File: config.mk
export PLATFORM = sky130hd
export DESIGN_NAME = icache_refill
export DESIGN_NICKNAME = d
export VERILOG_FILES = /design/src/rtl/icache_refill.sv
export SDC_FILE = /design/constraint.sdc
export NUM_CORES = 1
export LEC_CHECK = 0
export CAP_MARGIN = 0
export CORE_MARGIN = 1
export CORE_UTILIZATION = 23
export DETAILED_ROUTE_END_ITERATION = 6
export GPL_ROUTABILITY_DRIVEN = 1
export HOLD_SLACK_MARGIN = 0.06
export PLACE_DENSITY = 0.56
export SETUP_SLACK_MARGIN = 0.5
export SLEW_MARGIN = 0
export SYNTH_ARGS = -nofsm -noshare
export SYNTH_HDL_FRONTEND = slang
export SYNTH_SLANG_ARGS = --single-unit
File: constraint.sdc
create_clock -name clk -period 2.3 [get_ports clk]
set_input_delay 0.46 -clock clk [delete_from_list [all_inputs] [get_ports clk]]
set_output_delay 0.46 -clock clk [all_outputs]
set_load 0.02 [all_outputs]
File: src/rtl/icache_refill.sv
// icache_refill: I-cache miss refill engine. Captures a missing PC, issues one
// AXI4 read burst for its line, collects B beats and hands the line to the cache
// as a single-cycle fill pulse. Only one refill is in flight at a time.
// Ports: clk/reset (sync, active-low); miss_req/miss_addr from fetch; busy;
//   AXI4 AR and R master channels (m_axi_*); fill_valid/fill_addr/fill_data/
//   fill_err to the cache.
// Optional: define ICACHE_REFILL_CWF_EN for critical-word-first (WRAP burst from
//   the missing word, plus cwf_valid/cwf_data early-forward ports).
module icache_refill #(
  parameter int          B        = 8,
  parameter int          b        = 3,
  parameter int          y        = 3,
  parameter logic [12:0] ARID_VAL = 13'd0
) (
  input  logic            clk,
  input  logic            reset,
  input  logic            miss_req,
  input  logic [63:0]     miss_addr,
  output logic            busy,
  output logic            m_axi_arvalid,
  input  logic            m_axi_arready,
  output logic [63:0]     m_axi_araddr,
  output logic [7:0]      m_axi_arlen,
  output logic [2:0]      m_axi_arsize,
  output logic [1:0]      m_axi_arburst,
  output logic [12:0]     m_axi_arid,
  input  logic            m_axi_rvalid,
  output logic            m_axi_rready,
  input  logic [63:0]     m_axi_rdata,
  input  logic [1:0]      m_axi_rresp,
  input  logic            m_axi_rlast,
  input  logic [12:0]     m_axi_rid,
`ifdef ICACHE_REFILL_CWF_EN
  output logic            cwf_valid,
  output logic [63:0]     cwf_data,
`endif
  output logic            fill_valid,
  output logic [63:0]     fill_addr,
  output logic [64*B-1:0] fill_data,
  output logic            fill_err
);

  typedef enum logic [1:0] {S_IDLE, S_AR, S_R, S_FILL} state_t;

  localparam logic [b:0] LAST_CNT = (b+1)'(B-1);

  state_t          state, state_nxt;
  logic [63:0]     line_addr;
  logic [63:0]     araddr_q;
  logic [b:0]      cnt;
  logic            err;
  logic            beat, last_beat, beat_err;
  logic [b-1:0]    start, slot;
  logic            unused;

`ifdef ICACHE_REFILL_CWF_EN
  logic [b-1:0]    word_q;
  assign start         = word_q;
  assign m_axi_arburst = 2'b10;
  assign cwf_valid     = beat && (cnt == '0);
  assign cwf_data      = m_axi_rdata;
`else
  assign start         = '0;
  assign m_axi_arburst = 2'b01;
`endif

  // Offset bits below the line (or word) boundary never reach the bus.
  assign unused = ^miss_addr[b+y-1:0];

  assign beat      = (state == S_R) && m_axi_rvalid;
  assign last_beat = (cnt == LAST_CNT);
  // Slot index wraps naturally in b bits.
  assign slot      = start + cnt[b-1:0];
  assign beat_err  = (m_axi_rresp != 2'b00) || (m_axi_rid != ARID_VAL) ||
                     (m_axi_rlast && !last_beat) || (last_beat && !m_axi_rlast);

  assign m_axi_araddr = araddr_q;
  assign m_axi_arlen  = 8'(B-1);
  assign m_axi_arsize = 3'b011;
  assign m_axi_arid   = ARID_VAL;
  assign fill_addr    = line_addr;

  // State register
  always_ff @(posedge clk) begin
    if (!reset) state <= S_IDLE;
    else        state <= state_nxt;
  end

  // Next-state logic; a burst ends on rlast or after B beats, whichever first.
  always_comb begin
    state_nxt = state;
    case (state)
      S_IDLE: if (miss_req) state_nxt = S_AR;
      S_AR:   if (m_axi_arready) state_nxt = S_R;
      S_R:    if (beat && (m_axi_rlast || last_beat)) state_nxt = S_FILL;
      S_FILL: state_nxt = S_IDLE;
      default: state_nxt = S_IDLE;
    endcase
  end

  // Outputs decoded from state only
  always_comb begin
    busy          = (state != S_IDLE);
    m_axi_arvalid = (state == S_AR);
    m_axi_rready  = (state == S_R);
    fill_valid    = (state == S_FILL);
    fill_err      = (state == S_FILL) && err;
  end

  // Datapath: line capture on accept, beat collection with sticky error.
  always_ff @(posedge clk) begin
    if (!reset) begin
      line_addr <= '0;
      araddr_q  <= '0;
      cnt       <= '0;
      err       <= 1'b0;
      fill_data <= '0;
`ifdef ICACHE_REFILL_CWF_EN
      word_q    <= '0;
`endif
    end else begin
      if (state == S_IDLE && miss_req) begin
        line_addr <= {miss_addr[63:b+y], {(b+y){1'b0}}};
`ifdef ICACHE_REFILL_CWF_EN
        araddr_q  <= {miss_addr[63:y], {y{1'b0}}};
        word_q    <= miss_addr[b+y-1:y];
`else
        araddr_q  <= {miss_addr[63:b+y], {(b+y){1'b0}}};
`endif
        cnt       <= '0;
        err       <= 1'b0;
      end
      if (beat) begin
        fill_data[int'(slot)*64 +: 64] <= m_axi_rdata;
        cnt <= cnt + 1'b1;
        if (beat_err) err <= 1'b1;
      end
    end
  end

endmodule

# Yosys cells after proc, flatten, opt, wreduce, memory -nomap -nowiden
# Cells that the tools add are included.
# W data, S select, Z words.
[op_classes] addsub=2 eq_ne=7 shifts=2 n_mux=10 n_reduce_logical=18
[ops] cell="$bwmux W512" count=1
[ops] cell="$shift A64 B33 Y512 const A" count=1
[ops] cell="$shiftx A64 B33 Y512" count=1
[ops] cell="$neg A9 Y33" count=1
[ops] cell="$reduce_bool A13 Y1" count=1
[ops] cell="$mux W4" count=2
[ops] cell="$pmux W2 S4" count=1
[ops] cell="$logic_and A1 B1 Y1" count=6
[ops] cell="$mux W2" count=3
[ops] cell="$reduce_bool A2 Y1" count=3
[ops] cell="$add A4 B1 Y4 const B" count=1
[ops] cell="$eq A2 B2 Y1 const B" count=2
[ops] cell="$eq A4 B3 Y1 const B" count=1
[ops] cell="$logic_or A1 B1 Y1" count=4
[ops] cell="$ne A2 B1 Y1 const B" count=2
[ops] cell="$mux W1" count=3
[ops] cell="$reduce_and A3 Y1" count=1
[ops] cell="$eq A2 B1 Y1 const B" count=1
[ops] cell="$logic_not A1 Y1" count=2
[ops] cell="$logic_not A2 Y1" count=1
[ops] cell="$ne A2 B2 Y1 const B" count=1
[word_totals] reg_bits=577 input_bits=149 out_inout_bits=671 word_cells=44

# Logic depth before layout (Yosys ltp)
# Gate-level depths: netlist (run 1).
[logic_depth] word_depth=7 depth_mapped=11 depth_no_buf=7

# Worst setup path before layout (run 1)
# Ideal clock, no wire load.
[synth_timing] path_kind="register to register" startpoint="register cnt[0]" endpoint="register fill_data[325]" setup_time_ps=117 arrival_ps=2163 setup_slack_ps=21 path_stages_with_launch=11 period_less_slack_ps=2279 cell_sequence="dfxtp_1 -> buf_4 -> inv_1 -> ha_1 -> ha_1 -> nor2b_1 -> buf_2 -> nand3_2 -> and2_1 -> clkbuf_1 -> a22o_1"
[synth_via] elab_chain_len=3 elab_cells_between_ends=4 classes_between="1 x add/sub; 2 x shift; 1 x mux"
[synth_rtl] item="start: declaration" line_no="50" rtl="logic [b:0] cnt;"
[synth_rtl] item="start signal: assignment" line_no="135" rtl="cnt <= cnt + 1'b1;"
[synth_rtl] item="$neg A9 Y33 *" line_no="134" rtl="fill_data[int'(slot)*64 +: 64] <= m_axi_rdata;"
[synth_rtl] item="$shiftx A64 B33 Y512 or $shift A64 B33 Y512 (tied branches)" line_no="134"
[synth_rtl] item="$bwmux W512 *" line_no="134"
[synth_rtl] item="end signal: indexed assignment" line_no="134"
[synth_rtl] item="end: declaration" line_no="39" rtl="output logic [64*B-1:0] fill_data,"
# Every way passes the cells marked *; elsewhere a longest branch is shown, timed or not.
# A chain may end at the register's enable or synchronous reset.

# Final worst setup path (run 1)
[layout_timing] startpoint="register cnt[0]" endpoint="register fill_data[30]"
# The elaborated chain is that of the path after synthesis.

==> results of run 1 <==
[metal layers]
| metal | GRT usage [%] | vias up | part of all wire [%] |
|---|---|---|---|
| li1 | - | 10400 | - |
| met1 | 24.7 | 11000 | 39 |
| met2 | 37.2 | 908 | 49 |
| met3 | 6.93 | 203 | 7.7 |
| met4 | 7.60 | 0 | 3.8 |
| met5 | 0 | - | 0 |
[cell families (layout without fill, tap and decap cells)]
group                    after synthesis  after routing  synth area share [%]
AO/OA/AOI/OAI                        511            511                  15.7
XOR/XNOR                               1              1                0.0381
adder cells (fa/ha/maj)                7              7                 0.381
buffers and inverters                384           1161                  9.43
flip-flops                           577            577                  50.3
multiplexers                          65             65                  2.83
other                                  2             46                0.0327
AND/OR/NAND/NOR                     1144           1146                  21.3
[sequential cells by signal, indices dropped and copies added, names as in the netlist]
register      cells
err               1
fill_data       512
cnt               4
state             2
m_axi_araddr     58
[area by class of cell]
cell class | instances | area (um2)
Fill cell | 9574 | 58800
Antenna cell | 8 | 20.0
Timing Repair Buffer | 1031 | 13100
Clock buffer | 107 | 2090
Multi-Input combinational cell | 1768 | 11400
Inverter | 9 | 48.8
Clock inverter | 14 | 111
Tap cell | 1287 | 1610
Sequential cell | 577 | 11600
[what timing repair did]
action,CTS,global route
pin swaps,23,198
endpoints found under the setup margin,1147,1083
cloned,28,42
hold buffers,0,0
buffers inserted,50,29
gates resized for setup,451,1180
[stage by stage]
stage | TNS, ps | cell area, um2 | util (%)
5_1_grt | 0 | 39900 | 40.4
3_5_place_dp | -896 | 32200 | 32.7
6_report | 0 | 39900 | 40.4
4_1_cts | 0 | 35800 | 36.3
3_3_place_gp | -1680 | 32200 | 32.7
2_1_floorplan | 0 | 23800 | -
[placed cells by master, fill, tap and decap left out, drive strengths merged, types with 7 or more instances in the layout]
master / count
mux2i: 65
nand2: 778
clkdlybuf4s50: 141
conb: 38
ha: 7
inv: 12
nand3: 295
clkdlybuf4s15: 27
and2: 7
o21ai: 99
o31ai: 20
buf: 268
diode: 8
clkinv: 8
clkbuf: 181
dfxtp: 577
dlymetal6s2s: 520
a21boi: 363
nand4: 36
a22o: 21
[final timing paths]
path | start | end | slack (ps) | cells past startpoint
min | reset | fill_data[373] | 280 | 3
max reg2reg | cnt[0] | fill_data[30] | 150 | 11
max | cnt[0] | fill_data[30] | 150 | 11
min reg2reg | fill_data[127] | fill_data[127] | 440 | 2
[worst max-delay path: cells and delay by family (launching register included)]
kind,cells,cell delay (ps)
fa+ha+maj,2,410
simple gates,3,420
buf+inv,5,720
flops,1,370
compound gates,1,70
[power breakdown]
part | internal, uW | switching [uW]
Clock | 6280 | 4630
Combinational | 2060 | 3180
Sequential | 10300 | 317
Total | 18700 | 8120
==> flow_summary.yaml, run 1 <==
timing:
  fin_crit_sh_pct: 93.6
  setup_viol: 0
  max_slew_margin_pct: 43.6
  hold_viol_final: 0
  finalMaxSlewViolations: 0
  fmax_ghz: 0.465
  tightest_slew_ps: 844
  worst_slack_ps: 147
  period_needed_ps: 2150
  rsz0062_at_grt: "true"
  hold_slack_ps: 278
  skew_ps: 24.1
job:
  drv_cap: 0
status:
  status: "finished clean"
finish:
  nNetsFinal: 3613
  area_growth_pct: 73.7
  fin_cells: 4801
  drive_gt1_share_pct: 24.6
placed_design:
  dp_cells: 4523
  dpl.hpwl_um: 72600
  port_buffers: 775
  gp_congestion: 0.815
  dpl_worst_slack_ps: -67.4
worst_setup_path:
  end_kind: "flop"
  cp.required_ps: 2800
  path_class: "reg2reg"
  start_kind: "flop"
  crit_chain: "inv_8, ha_4, ha_4, buf_6, nor2_4, buf_6, nand4_1, buf_6, clkbuf_16, nand2_1, a21boi_0"
  arrival_ps: 2660
  crit_fanout: 8
  crit_top_cell: "buf_6"
  critical-path-max-stage-delay_ps: 370
  cpMaxStageDelayCell: "dfxtp_4"
routing:
  vias: 22500
  ant_nets: 0
  viasPerCell: 4.68
  wl_per_cell_um: 26.3
  dr.pass1.iters: 5
  drc: 0
  drtIter0Drc: 1584
  finalWirelength_um: 126000
synth:
  syn_area_um2: 23000
  ys_ff_latch: 577
  synth_edf_count: 0
  yosysSeqAreaShare_pct: 50.3
  syn_inst: 2691
  ys_top_cells_by_area: "dfxtp_1, nand2_1, a21boi_0, nand3_1, buf_4"
  synth_top_area_share_pct: 50.3
  syn_area_per_cell_um2: 8.54
  async_flop_share_pct: 0
  yosysMostFrequentCell: "nand2_1"
  synth_ff_type: "dfxtp_1"
  yosys.area.top_type: "dfxtp_1"
  ys_warn_count: 0
  ys_types: 45
  synth_commonest_cells: "nand2_1, dfxtp_1, nand3_1"
clock_network:
  h-tree-depth: 3
  clk_latency_ps: 640
  cts_buffers: 70
  cts_root_buffer: "clkbuf_16"
  cts_tree: "yes"
  clock-sinks: 577
  clkTransAtPathRegs_ps: 60
  cts_buffer_depth: 3
grt:
  track_usage_pct: 21.5
  grt_antenna_before_repair: 17
  grt_pass1_wl_um: 157000
  grt_overflow: 0
  grt_max_degree: 94
  grt_pass1_vias: 20200
floorplan:
  fp.dieH_um: 318
  die_area_um2: 101000
  row_count: 115
  die_x_um: 318
  io_pins: 820
  initial_core_util_pct: 23.3
  core_um2: 98700
pwr:
  ir_worst_vdd_mv: 0.488
  p_per_area_nw_per_um2: 672
  p_leak_uw: 0.0229
  power_uw: 26800
worst_hold_path:
  hold_class: "in2reg"
Note: power is estimated with default switching activity, not from simulation.
==> run 2, diff against run 1 <==
CORE_AREA = 2 2 319 321   (was default)
CORE_MARGIN = default   (was 1)
CORE_UTILIZATION = default   (was 23)
DIE_AREA = 0 0 321 323   (was default)
PLACE_DENSITY = 0.55   (was 0.56)
==> flow_summary.yaml, run 2 (same netlist as run 1, synthesis figures left out) <==
finish:
  largest_register: "fill_data"
  nNetsFinal: 3559
  fin_cells: 4768
  final_area_um2: 36200
  largest_register_ffs: 512
  final_cell_mix: "nand2_1, clkdlybuf4s50_1, dfxtp_1, a21boi_0, nand3_1"
  area_growth_pct: 57.6
  drive_gt1_share_pct: 17.6
  mostFrequentLayoutCell: "nand2_1"
clock_network:
  cts_root_buffer: "clkbuf_16"
  h-tree-depth: 3
  cts_tree: "yes"
  cts_buffers: 70
  clk_latency_ps: 630
  clock-sinks: 577
  clkTransAtPathRegs_ps: 60
  cts_buffer_depth: 3
placed_design:
  port_buffers: 775
  dpl_cell_area_um2: 32400
  dpl.hpwl_um: 74800
  dp_cells: 4565
  gp_congestion: 0.865
grt:
  grt_overflow: 0
  track_usage_pct: 19.2
  grt_max_degree: 130
  grt_pass1_vias: 19600
  grt_antenna_before_repair: 18
  grt_pass1_wl_um: 145000
floorplan:
  die_x_um: 321
  row_count: 117
  core_um2: 101000
  initial_core_util_pct: 22.8
  io_pins: 820
  fp.dieH_um: 323
  die_area_um2: 104000
worst_setup_path:
  cp.required_ps: 2880
  cpMaxStageDelayCell: "dfxtp_4"
  path_class: "reg2reg"
  start_kind: "flop"
  crit_chain: "inv_8, ha_4, ha_4, buf_4, nor2b_4, nand3_4, nor4_4, buf_4, buf_2, a22o_1"
  end_kind: "flop"
  crit_fanout: 5
  critical-path-max-stage-delay_ps: 380
  arrival_ps: 2790
routing:
  dr.pass1.iters: 5
  drc: 0
  wl_per_cell_um: 23.9
  vias: 21600
  finalWirelength_um: 114000
  drtIter0Drc: 1429
  viasPerCell: 4.53
  ant_nets: 0
pwr:
  p_per_area_nw_per_um2: 737
  power_uw: 26700
  ir_worst_vdd_mv: 0.487
  p_leak_uw: 0.0124
timing:
  skew_ps: 20.5
  setup_viol: 0
  fmax_ghz: 0.451
  hold_viol_final: 0
  tightest_slew_ps: 685
  rsz0062_at_grt: "true"
  period_needed_ps: 2220
  fin_crit_sh_pct: 96.3
  max_slew_margin_pct: 54.2
  tns_ps: 0
  finalMaxSlewViolations: 0
job:
  drv_cap: 0
worst_hold_path:
  hold_class: "in2reg"
status:
  status: "finished clean"
-- run 2: cell count changes in the layout (fill, tap and decap cells not counted), moves of 36 or more --
cell             previous run  this run
a21boi_0                   73       191
a21boi_1                  249       166
buf_4                      67       106
clkbuf_2                   42         0
clkdlybuf4s50_1           141       684
dlymetal6s2s_1            520         0
nand2_1                   679       755
nand2_4                    54         5
nand3_1                   131       167
-- run 2: layout make-up --
class                   instances  area (um2)
clock buffers                  99        2000
multi-input cells            1769       10400
well taps                    1309        1640
flip-flops and latches        577       11600
inverters                       9        48.8
diodes                          8        20.0
clock inverters                21         223
repair buffers                976       10300
fillers                     10400       64500
-- run 2: what timing repair did --
action                     in CTS  in global routing
setup endpoints to repair    1144               1066
pin swaps                       2                 26
buffers inserted                6                 33
cloned                          1                 35
hold buffers                    0                  0
gates resized for setup       387                211
-- run 2: path summary, 6_finish.rpt --
check | cells past startpoint | start | to | slack (ps)
setup / recovery | 10 | cnt[0] | fill_data[328] | 80
hold / removal | 2 | reset | state[0] | 230
setup reg to reg | 10 | cnt[0] | fill_data[328] | 80
hold reg to reg | 2 | fill_data[175] | fill_data[175] | 450
-- run 2: power breakdown --
part           internal [uW]  switching [uW]  leakage (uW)  total, uW
combinational           2100            3020       0.00660       5120
clock                   6410            4540       0.00110      10900
sequential             10300             296       0.00467      10600
-- run 2: through the flow --
step	setup slack (ps)	utilization [%]	hold slack, ps
after floorplan	237	-	436
after global placement	-19.1	32.2	436
after detailed placement	-44.5	32.2	441
after CTS	133	34.4	167
after global routing	20.3	36.0	211
final	84.3	36.0	229
-- run 2: per-layer routing --
| metal | global-route usage (%) | routed length (um) | up-vias | part of all wire, % |
|---|---|---|---|---|
| li1 | - | - | 10300 | - |
| met1 | 22.1 | 45100 | 10400 | 39 |
| met2 | 33.6 | 56800 | 759 | 50 |
| met3 | 5.33 | 8140 | 183 | 7.1 |
| met4 | 7.69 | 4130 | 2 | 3.6 |
| met5 | 0 | 13 | - | 0.011 |
-- run 2: worst max-delay path, delay by kind of cell, from the launching register on --
family	cells	cell delay, ps
DFF	1	380
and+or+nand+nor	3	630
buffers and inverters	4	610
AOI/OAI and AO/OA	1	150
adders and majority gates	2	380
==> RTL edit (config.mk and constraints of run 2) <==
`B`: 8 -> 4.
--- a/src/rtl/icache_refill.sv
+++ b/src/rtl/icache_refill.sv
@@ -7,7 +7,7 @@
 // Optional: define ICACHE_REFILL_CWF_EN for critical-word-first (WRAP burst from
 //   the missing word, plus cwf_valid/cwf_data early-forward ports).
 module icache_refill #(
-  parameter int          B        = 8,
+  parameter int          B        = 4,
   parameter int          b        = 3,
   parameter int          y        = 3,
   parameter logic [12:0] ARID_VAL = 13'd0
Interface: changed (resized fill_data); port bits go from 820 to 564. No check against the original RTL was run, so the function may have changed too.
==> RTL edit against run 2 <==
Power decreased by 36%; area after synthesis down 45%; sequential share of layout area fell by 5.5 points; sequential cell count is 256 lower; highest routed layer unchanged; worst hold slack better by 0.00082 ns; count of clock-buffer cells in the layout fell by 40; wire length down 41%; cell area is 33% lower; setup slack gained 0.12 ns.
==> RTL edit: results (changes against run 2) <==
finish:
  num-nets-final: 2146  # -40%
  filler_cell_count: 10820  # +4.5%
  layout.comb_gates.multi_input: 957  # -46%
  combined_area_of_the_multi_input_logic_cells_um2: 6529  # -37%
  antennaDiodeCount: 1  # -7
  nonClockBufferCount: 660  # -32%
  non_clock_inverter_count: 8  # -1
placement:
  number_of_placed_cells_counting_well_taps: 3158  # -31%
  place.detailed.hpwl_mm: 37.85  # -49%
  globalplace.congestion: 0.7331  # -15%
  port_buffers: 519  # -33%
global_route:
  total_grt_usage_pct: 10.44  # -8.8 points
  first_pass_grt_wire_length_mm: 79.53  # -45%
  grt_start_max_net_pins: 100  # -23%
logic_synthesis:
  synth_xor_xnor_area_share_pct: 0.06980  # +0.032 points
  post_synth_num_cell_types: 40  # -11%
  list_of_most_frequent_post_synthesis_cells: "dfxtp_1, nand2_1, nand3_1, o21ai_0, a21boi_0"
  synth-adder-area-share_pct: 0.6980  # +0.32 points
  synth-compound-area-share_pct: 16.78  # +1.0 points
detailed_routing:
  vias: 12640  # -41%
worst_setup_path:
  timing.critical_path.fanout_max: 7  # +2
  critical-path-max-stage-delay_ns: 0.52  # +0.14 ns
  critical_path.slowest_cell: "or4_4"
  worst_path_arrival_time_ns: 2.57  # -0.22 ns
  rrSetupSlack_ns: 0.20  # +0.12 ns
pwr:
  leakage_power_uw: 0.01384  # +12%
  worst_vdd_drop_mv: 0.4301  # -12%
outcome:
  status: "finished, final reports clean"
sta:
  max-slew-margin-rel_pct: 47.40  # -6.8 points
-- RTL edit: layer usage --
metal  global-route usage, %  vias to the layer above  wire length (µm)
met5                       0                        -                21
met3                   3.807                       99              5583
met1                   12.58                     6056             28320
met2                   17.14                      501             31330
li1                        -                     5980                 -
met4                   3.479                        4              1841
-- RTL edit: metrics by stage --
stage                     setup slack (ns)  hold WS, ns  power [µW]
after floorplan                     0.2587       0.4363        8304
after global placement            -0.04629       0.4416        9992
after detailed placement          -0.06356       0.4470       10020
after CTS                           0.1835       0.1691       17040
after global routing                0.1580       0.1974       17880
final                               0.2014       0.2302       17040
-- RTL edit: power groups by stage --
stage | clock network [µW] | registers (µW) | logic [µW]
floorplan | 0 | 6590 | 1720
CTS | 6850 | 6170 | 4020
finish | 6570 | 6160 | 4310
detailed placement | 0 | 6260 | 3760
global route | 7060 | 6200 | 4610
global placement | 0 | 6250 | 3740
-- RTL edit: worst min-delay path, delay by kind of cell --
family	cells	cell delay, ns
buf+inv	1	0.16
compound gates	1	0.05
simple gates	1	0.08
